### config.mk
export PLATFORM = sky130hd
export DESIGN_NAME = sim_run_monitor
export DESIGN_NICKNAME = d
export VERILOG_FILES = /design/src/rtl/sim_run_monitor.sv
export SDC_FILE = /design/constraint.sdc
export NUM_CORES = 1
export LEC_CHECK = 0
export ABC_AREA = 1
export CORE_ASPECT_RATIO = 1.1
export CORE_MARGIN = 2
export CORE_UTILIZATION = 34
export CTS_CLUSTER_SIZE = 40
export DETAILED_ROUTE_END_ITERATION = 10
export HOLD_SLACK_MARGIN = 0.08
export SLEW_MARGIN = 5
export SYNTH_ARGS = -nofsm -noshare
export SYNTH_HDL_FRONTEND = slang
export SYNTH_SLANG_ARGS = --single-unit
export TNS_END_PERCENT = 5
### constraint.sdc
create_clock -name clk -period 2.07 [get_ports clk]
set_input_delay 0.207 -clock clk [delete_from_list [all_inputs] [get_ports clk]]
set_output_delay 0.207 -clock clk [all_outputs]
set_load 0.05 [all_outputs]
### src/rtl/sim_run_monitor.sv
// Run controller and checker for the processor bench: sequences the core reset,
// counts run cycles and judges the run from register-file write-back traffic.
module sim_run_monitor #(
  parameter int                    DATA_WIDTH     = 32,
  parameter int                    REG_ADDR_WIDTH = 5,
  parameter int                    CNT_WIDTH      = 16,
  parameter int                    RESET_CYCLES   = 2,
  parameter int                    MAX_CYCLES     = 20,
  parameter int                    WATCH_REG      = 15,
  parameter logic [DATA_WIDTH-1:0] EXPECT_VALUE   = '0,
  parameter int                    CHECK_MODE     = 0
) (
  input  logic                      clk,
  input  logic                      reset,
  input  logic                      start,
  input  logic                      rf_we,
  input  logic [REG_ADDR_WIDTH-1:0] rf_waddr,
  input  logic [DATA_WIDTH-1:0]     rf_wdata,
  output logic                      core_reset,
  output logic                      running,
  output logic                      done,
  output logic                      pass,
  output logic                      timeout,
  output logic [CNT_WIDTH-1:0]      cycle_count,
  output logic [CNT_WIDTH-1:0]      write_count,
  output logic [DATA_WIDTH-1:0]     last_value
);

  localparam int HOLD_W = (RESET_CYCLES < 1) ? 1 : $clog2(RESET_CYCLES + 1);

  localparam logic [HOLD_W-1:0]         HOLD_LAST = HOLD_W'(RESET_CYCLES);
  localparam logic [CNT_WIDTH-1:0]      CNT_SAT   = '1;
  localparam logic [CNT_WIDTH-1:0]      CYC_LAST  = CNT_WIDTH'(MAX_CYCLES - 1);
  localparam logic [REG_ADDR_WIDTH-1:0] WATCH     = REG_ADDR_WIDTH'(WATCH_REG);

  typedef enum logic [2:0] {
    ST_HOLD    = 3'd0,
    ST_RUN     = 3'd1,
    ST_PASS    = 3'd2,
    ST_FAIL    = 3'd3,
    ST_TIMEOUT = 3'd4
  } state_t;

  state_t               state;
  logic [HOLD_W-1:0]    hold_cnt;
  logic                 valid_write;
  logic                 watch_write;
  logic                 match;
  logic                 last_tick;
  logic [CNT_WIDTH-1:0] cycle_next;
  logic [CNT_WIDTH-1:0] write_next;

  // x0 writes are architecturally discarded, so they never count or match
  assign valid_write = rf_we && (rf_waddr != '0);
  assign watch_write = valid_write && (rf_waddr == WATCH);
  assign match       = (rf_wdata == EXPECT_VALUE);
  assign last_tick   = (cycle_count == CYC_LAST);
  assign cycle_next  = (cycle_count == CNT_SAT) ? cycle_count : cycle_count + 1'b1;
  assign write_next  = (write_count == CNT_SAT) ? write_count : write_count + 1'b1;

  always_ff @(posedge clk) begin
    if (reset || (start && done)) begin
      state       <= ST_HOLD;
      hold_cnt    <= '0;
      core_reset  <= 1'b1;
      running     <= 1'b0;
      done        <= 1'b0;
      pass        <= 1'b0;
      timeout     <= 1'b0;
      cycle_count <= '0;
      write_count <= '0;
      last_value  <= '0;
    end else begin
      case (state)
        ST_HOLD: begin
          if (hold_cnt == HOLD_LAST) begin
            state      <= ST_RUN;
            core_reset <= 1'b0;
            running    <= 1'b1;
          end else begin
            hold_cnt <= hold_cnt + 1'b1;
          end
        end
        ST_RUN: begin
          cycle_count <= cycle_next;
          if (valid_write) begin
            write_count <= write_next;
          end
          if (watch_write) begin
            last_value <= rf_wdata;
          end
          // A decisive write on the final cycle takes priority over timeout
          if (watch_write && match) begin
            state   <= ST_PASS;
            running <= 1'b0;
            done    <= 1'b1;
            pass    <= 1'b1;
          end else if (watch_write && (CHECK_MODE == 0)) begin
            state   <= ST_FAIL;
            running <= 1'b0;
            done    <= 1'b1;
          end else if (last_tick) begin
            state   <= ST_TIMEOUT;
            running <= 1'b0;
            done    <= 1'b1;
            timeout <= 1'b1;
          end else begin
            state <= ST_RUN;
          end
        end
        default: begin
          state <= state;
        end
      endcase
    end
  end

endmodule

# [Word level (Yosys, flattened, before mapping)]
# Cells that the tools add are included.
[classes] n_addsub=3 eq_ne=8 mux=13 bitwise=5 reduce_logical=20
[ops] cell="16-bit by 1-bit adder with 16-bit output, second input constant" count=2
[ops] cell="16-bit == test, second input constant" count=2
[ops] cell="32-bit logical NOT" count=1
[ops] cell="16-bit by 5-bit == test with 1-bit output, second input constant" count=1
[ops] cell="2-bit AND reduction" count=7
[ops] cell="3-bit 2-to-1 mux" count=4
[ops] cell="1-bit 2-to-1 mux" count=7
[ops] cell="3-bit one-hot mux with 2 select lines" count=1
[ops] cell="3-bit AND reduction" count=2
[ops] cell="5-bit by 4-bit == test with 1-bit output, second input constant" count=1
[ops] cell="1-bit inverter" count=5
[ops] cell="5-bit nonzero test" count=1
[ops] cell="1-bit logical AND" count=4
[ops] cell="4-bit != test, second input constant" count=1
[ops] cell="4-bit AND reduction" count=1
[ops] cell="3-bit by 1-bit == test with 1-bit output, second input constant" count=1
[ops] cell="3-bit logical NOT" count=1
[ops] cell="3-bit nonzero test" count=1
[ops] cell="2-bit by 1-bit adder with 2-bit output, second input constant" count=1
[ops] cell="2-bit == test, second input constant" count=1
[ops] cell="2-bit != test, second input constant" count=1
[ops] cell="1-bit one-hot mux with 2 select lines" count=1
[ops] cell="2-bit nonzero test" count=1
[ops] cell="1-bit logical OR" count=1
[word_totals] regBits=74 input_bits=41 output_inout_bits=69 elab_cells=59

# [Depth between registers and ports, before layout]
# Gate-level depths: netlist of run 1.
[logic_depth] ltp_word=6 mapped_depth=10 mapped_depth_nobuf=10

# [Worst setup path after synthesis of run 1]
# Ideal clock, no wire load.
[synth_timing] kind="register to register" start="register cycle_count[0]" end="register cycle_count[11]" setup_time_ns=0.068 arrival_time_ns=1.849 t_required_ns=2.002 setup_slack_ns=0.153 path_stages_with_launch=9 path_buffers=1 period_less_slack_ns=1.917 cell_sequence="dfxtp_1 -> ha_1 -> inv_1 -> nor2_4 -> nand2_2 -> o21ai_4 -> buf_6 -> nand2_1 -> a21oi_2"
[synth_between] elab_chain_cells=3 word_cells_on_any_way=4 cone_classes="1 x add/sub; 1 x eq/ne; 1 x bitwise; 1 x reduce/logical"
[synth_lines] element="from (decl)" line="24" rtl="output logic [CNT_WIDTH-1:0] cycle_count,"
[synth_lines] element="from (signal assigned)" line="85" rtl="cycle_count <= cycle_next;"
[synth_lines] element="parallel branches: the longest is 3 deep, another holds 16-bit by 1-bit adder with 16-bit output"
# Parallel ways; which one is timed is not known.
# A chain may end at the register's enable or synchronous reset.

# [Worst setup path in the final report of run 1]
[layout_timing] start="register write_count[2]" end="output port write_count[2]"
[layout_lines] element="from (decl)" line="25" rtl="output logic [CNT_WIDTH-1:0] write_count,"
[layout_lines] element="from (signal assigned)" line="87" rtl="write_count <= write_next;"
# No word-level cell between the ends.

==> flow_summary.ini, run 1 <==
[run_status]
status = complete, no violations

[die]
die_h_um = 114
start_util = 0.345
rows = 40
die_w_um = 104
core-area_mm2 = 0.0108
die_area_mm2 = 0.0118
pin_count = 110

[cells_and_area]
drive_above_1_share = 0.0853
nFillCells = 1088
fin_area_mm2 = 0.00528
final_cells = 815
area_growth_pct = 42.4
fin_nets = 707
diodes = 0

[synthesis]
synth_top_family_by_area = simple AND/OR/NAND/NOR gates
synth-adder-area-share = 0.0101
ys_types = 29
synth_edf_count = 0
ys.flop_type = dfxtp_1
synth.yosys.seq_area_share = 0.399
synth_compound_area_frac = 0.128
synthXorXnorAreaFrac = 0.0165
yosys.area_share.simple = 0.371
yosysWarnings = 0
synth.area.mux_share = 0
synth.avg_cell_area_um2 = 6.78
synth.area.top_cells = dfxtp_1, nand2_1, a21oi_1
synth_cells = 547
yosys.area.top_type = dfxtp_1
netlist.area_leader.share = 0.399
synth_area_mm2 = 0.00371
synth_common_cells = nand2_1, nor2_1, dfxtp_1
synthesis.nets = 591
async_reset_ff_frac = 0
ys_seq_elements = 74
synth.most_common_cell = nand2_1

[global_routing]
grt_overflow_total = 0
grt_pass1_vias = 3765
grt_start_max_net_pins = 29
grt_usage = 0.188
grtUsageMet1 = 0.245
use_met2 = 0.308
met3_usage = 0.0371
grt_pass1_wl_mm = 18.2
grt_busiest_layer = met2
antenna_found_initial = 0

[sta]
fmaxAchievable_ghz = 0.530
fin_crit_ns = 1.89
setup_tns_ns = 0
hold_viol = 0
final.period_utilization = 0.912
slew_headroom = 0.634
setup_viol = 0
worstMarginPinSlew_ns = 0.547
clock_skew_ns = 0.00590
rsz0062_at_grt = false
final_max_slew_viol_count = 0

[clock_network]
clockBufferDepth = 2
cts_root_buffer = clkbuf_16
cts_tree = yes
cts_setup_buffers = 0
clk_latency_ns = 0.33
cts_buffers = 9
clk_pin_slew_ns = 0.06
cts_sinks = 74
htree_num_levels = 3

[place]
placedCellCount = 799
numPortBuffers = 109
placed_area_mm2 = 0.00500
hpwlAfterDp_mm = 7.80
gp_congestion = 0.921

[drt]
drtIter0Drc = 184
drt_drc_violations_left = 0
vias = 3944
ant_nets = 0
dr.pass1.iters = 5
via_per_inst = 4.84
post_drt_wl_per_cell_um = 13.2
routed_wl_mm = 10.7

[power]
peakVddDrop_uv = 364
p_per_area_mw_per_mm2 = 692
p_leak_nw = 1.89

[setup_path]
slowest_delay_ns = 0.87
end_kind = primary output
start_kind = register
path_cells = clkdlybuf4s50_1
cp_max_fo = 6
path_class = reg2out
cp_slowest_cell = clkdlybuf4s50_1
path_buf_inv = 1
cp_top_family = buffers and inverters
worstPathRequired_ns = 1.86
cp.arrival_ns = 1.68

[worst_hold_path]
min_path_type = reg2reg

[run]
maxCapViolCount = 0
per-stage QoR:
step                hold WS (ns)   util  power (W)  worst slack, ns
CTS                        0.452  0.490    0.00370            0.125
finish                     0.448  0.491    0.00365            0.183
global route               0.480  0.491    0.00384            0.140
floorplan                  0.371      -    0.00194            0.153
global placement           0.435  0.464    0.00216            0.165
detailed placement         0.437  0.464    0.00218            0.138
kinds of logic after synthesis:
kind of cell	count (synthesis)
simple gates	313
buf+inv	63
xor+xnor	7
fa+ha+maj	3
flops	74
compound gates	87
worst register-to-register path, cell delays in order, from the launching register on:
cell	delay (ns)
dfxtp_1	0.41
ha_1	0.26
nand2_4	0.10
nor2_8	0.19
nand4_4	0.18
nand2_4	0.18
buf_4	0.19
nand2_1	0.07
a21oi_1	0.13
final cells by class:
type	instances	area, um^2	area share
Clock inverter	3	40.0	0.00758
Timing Repair Buffer	124	1220	0.230
Inverter	44	165	0.0313
Tap cell	147	184	0.0348
Sequential cell	74	1480	0.281
Multi-Input combinational cell	410	1950	0.370
Clock buffer	13	240	0.0455
what timing repair did:
action	in CTS	in global routing
hold buffers	0	0
resized for setup	0	1
endpoints found under the setup margin	0	3
power by group:
part / switching (W) / total [W] / internal [W]
combinational: 0.000411 / 0.000636 / 0.000225
sequential: 0.0000332 / 0.00151 / 0.00147
clock: 0.000580 / 0.00151 / 0.000931
worst paths after layout:
kind              cells after the start  slack [ns]           start               to
hold reg to reg                       2        0.45      core_reset       core_reset
setup reg to reg                      8        0.30  write_count[1]  write_count[15]
setup / recovery                      1        0.18  write_count[2]   write_count[2]
hold / removal                        2        0.45      core_reset       core_reset
registers in the layout, summed over array words and instances, names as in the netlist, 2 cells and up:
name / count
cycle_count: 16
hold_cnt: 2
last_value: 32
state: 3
write_count: 16
per-layer routing:
layer,up-vias,share of wire
met1,1790,0.48
met5,-,0
met2,131,0.45
met3,18,0.055
li1,2005,-
met4,0,0.016
layout by cell type (no fill, tap or decap):
cell type,synthesis,routed
a21oi_1,62,62
inv_1,41,41
inv_2,3,3
nor2_2,4,5
clkbuf_1,8,4
nand4_1,10,10
nor2_1,76,75
o21ai_4,1,1
nand4_4,1,1
clkbuf_16,0,9
o21ai_0,16,16
nor2_8,1,1
xor2_1,7,7
a211oi_1,1,1
nand3_1,53,53
clkinv_2,0,2
nand2_2,6,6
nor2_4,2,2
or2_2,1,1
ha_1,3,3
a21oi_2,7,7
nand3b_1,3,3
buf_12,0,1
nor3_1,1,1
buf_4,4,14
nand3_2,1,1
bufinv_16,0,1
nand2_4,2,2
dfxtp_1,74,74
nand2_1,152,152
clkdlybuf4s50_1,0,109
(Power assumes the default switching activity.)
==> inputs of run 2 (changes only) <==
- clock period: 2.07 -> 1.7 ns (I/O delays scaled with it)
==> run 2 against run 1 <==
Combinational power rose by 29%. Final area rose by 3.1%. Sequential power rose by 22%. Critical path depth did not move. Setup slack got worse by 0.15 ns. First-iteration DRC count fell by 14%. Final cell count rose by 1.8%. Flip-flop and latch count did not move. Total power rose by 33%. Clock skew rose by 0.00082 ns. Worst hold slack improved by 0.0028 ns. Largest cell class unchanged. Highest routed layer unchanged.
==> flow_summary.ini, run 2 (same netlist as run 1, synthesis figures left out) <==
[run_status]
status = complete, no violations

[sta]
slew_headroom = 0.641
final_max_slew_viol_count = 0
setup_viol = 0
fin_ws_ns = 0.0312
setup_tns_ns = 0
worstMarginPinSlew_ns = 0.537
final.period_utilization = 0.982
clock_skew_ns = 0.00672
fmaxAchievable_ghz = 0.599
hold_viol = 0
rsz0062_at_grt = false
fin_crit_ns = 1.67

[setup_path]
path_class = reg2out
start_kind = register
worstPathRequired_ns = 1.53
cp_slowest_cell = clkdlybuf4s50_1
path_buf_inv = 1
r2r-end = cycle_count[10]
cp_top_family = buffers and inverters
cp_max_fo = 2
path_cells = clkdlybuf4s50_1
slowest_delay_ns = 0.82
end_kind = primary output
cp.arrival_ns = 1.50
r2r_cells = 11
reg2reg_from = cycle_count[0]
r2r_setup_slack_ns = 0.15

[cells_and_area]
regMostFlops = last_value
fin_nets = 722
largestRegisters = last_value (32), cycle_count (16), write_count (16)
diodes = 0
largest_reg_flops = 32
final_cells = 830
final_cell_mix = nand2_1, nor2_1, clkdlybuf4s50_1, buf_4, a21oi_1
final_common_cell = nand2_1
drive_above_1_share = 0.189
area_growth_pct = 46.8
final_util = 0.506

[drt]
drtIter0Drc = 159
drt_drc_violations_left = 0
via_per_inst = 4.80
vias = 3984
routed_wl_mm = 10.8
post_drt_wl_per_cell_um = 13.0
ant_nets = 0
dr.pass1.iters = 4

[die]
die_h_um = 114
core-area_mm2 = 0.0108
pin_count = 110
die_w_um = 104
die_area_mm2 = 0.0118
rows = 40
start_util = 0.345

[power]
power_switching_w = 0.00129
p_per_area_mw_per_mm2 = 896
peakVddDrop_uv = 556
sw_frac_of_total = 0.264
pwr-share-seq = 0.377
pwr-share-clk = 0.455
p_int_w = 0.00359
power_w = 0.00488
p_comb_frac = 0.168
p_leak_nw = 2.15

[place]
dp_slack_ns = 0.0213
hpwlAfterDp_mm = 8.01
placedCellCount = 813
numPortBuffers = 109
gp_congestion = 0.841

[global_routing]
grt_overflow_total = 0
grt_pass1_wl_mm = 17.3
grt_usage = 0.180
antenna_found_initial = 0
grt_pass1_vias = 3595
grt_start_max_net_pins = 23

[clock_network]
cts_hold_buffers = 0
clk_pin_slew_ns = 0.06
cts_root_buffer = clkbuf_16
clockBufferDepth = 2
cts_tree = yes
htree_num_levels = 3
cts_sinks = 74
cts_buffers = 9
clk_latency_ns = 0.33

[worst_hold_path]
min_path_type = reg2reg
holdPathEnd = timeout
hold_path_depth = 2
hp-start = timeout

[run]
maxCapViolCount = 0
[run 2: cell count changes in the layout (fill, tap and decap cells not counted), sizes merged]
cell,before,now
clkbuf,13,10
buf,15,71
inv,44,45
bufinv,1,3
clkdlybuf4s50,109,66
dlymetal6s2s,0,2
[run 2: how the worst max path moves through the flow]
stage              startpoint              end  depth (start not counted)
2_1_floorplan  cycle_count[0]  cycle_count[11]                          8
3_3_place_gp      rf_waddr[1]    last_value[1]                          9
3_5_place_dp      rf_waddr[1]   last_value[26]                          9
4_1_cts        last_value[27]   last_value[27]                          1
5_1_grt         last_value[8]    last_value[8]                          1
6_report       last_value[24]   last_value[24]                          1
[run 2: tightest hold or removal path, cell delays in order (launching register included)]
cell	delay [ns]
dfxtp_1	0.31
inv_1	0.05
a21oi_1	0.05
[run 2: per-layer routing]
layer / up-vias / global-route usage / wire length (um)
li1: 2031 / - / -
met1: 1815 / 0.237 / 5080
met2: 124 / 0.293 / 4910
met3: 14 / 0.0337 / 641
met4: 0 / 0.0703 / 159
met5: - / 0 / 0
[run 2: what timing repair did]
item                       4_1_cts  5_1_grt
setup buffers                    0        1
resized for setup                0        2
hold endpoints to repair         0        0
setup endpoints to repair        0       15
[run 2: layout make-up]
cell class              count  area, um^2
well taps                 147         184
fillers                  1074        5320
inverters                  44         165
clock buffers              10         239
repair buffers            139        1290
multi-input cells         410        1950
flip-flops and latches     74        1500
clock inverters             6         113
[run 2: stage by stage]
step	instance area, um^2	hold WS [ns]
global placement	5070	0.438
global route	5440	0.455
detailed placement	5070	0.441
CTS	5420	0.448
floorplan	3720	0.334
finish	5440	0.451
[run 2: power by group through the flow]
stage / sequential (W) / combinational [W] / clock, W
floorplan: 0.00198 / 0.000383 / 0
global placement: 0.00187 / 0.000782 / 0
detailed placement: 0.00187 / 0.000787 / 0
CTS: 0.00184 / 0.000790 / 0.00227
global route: 0.00184 / 0.000888 / 0.00236
finish: 0.00184 / 0.000820 / 0.00222
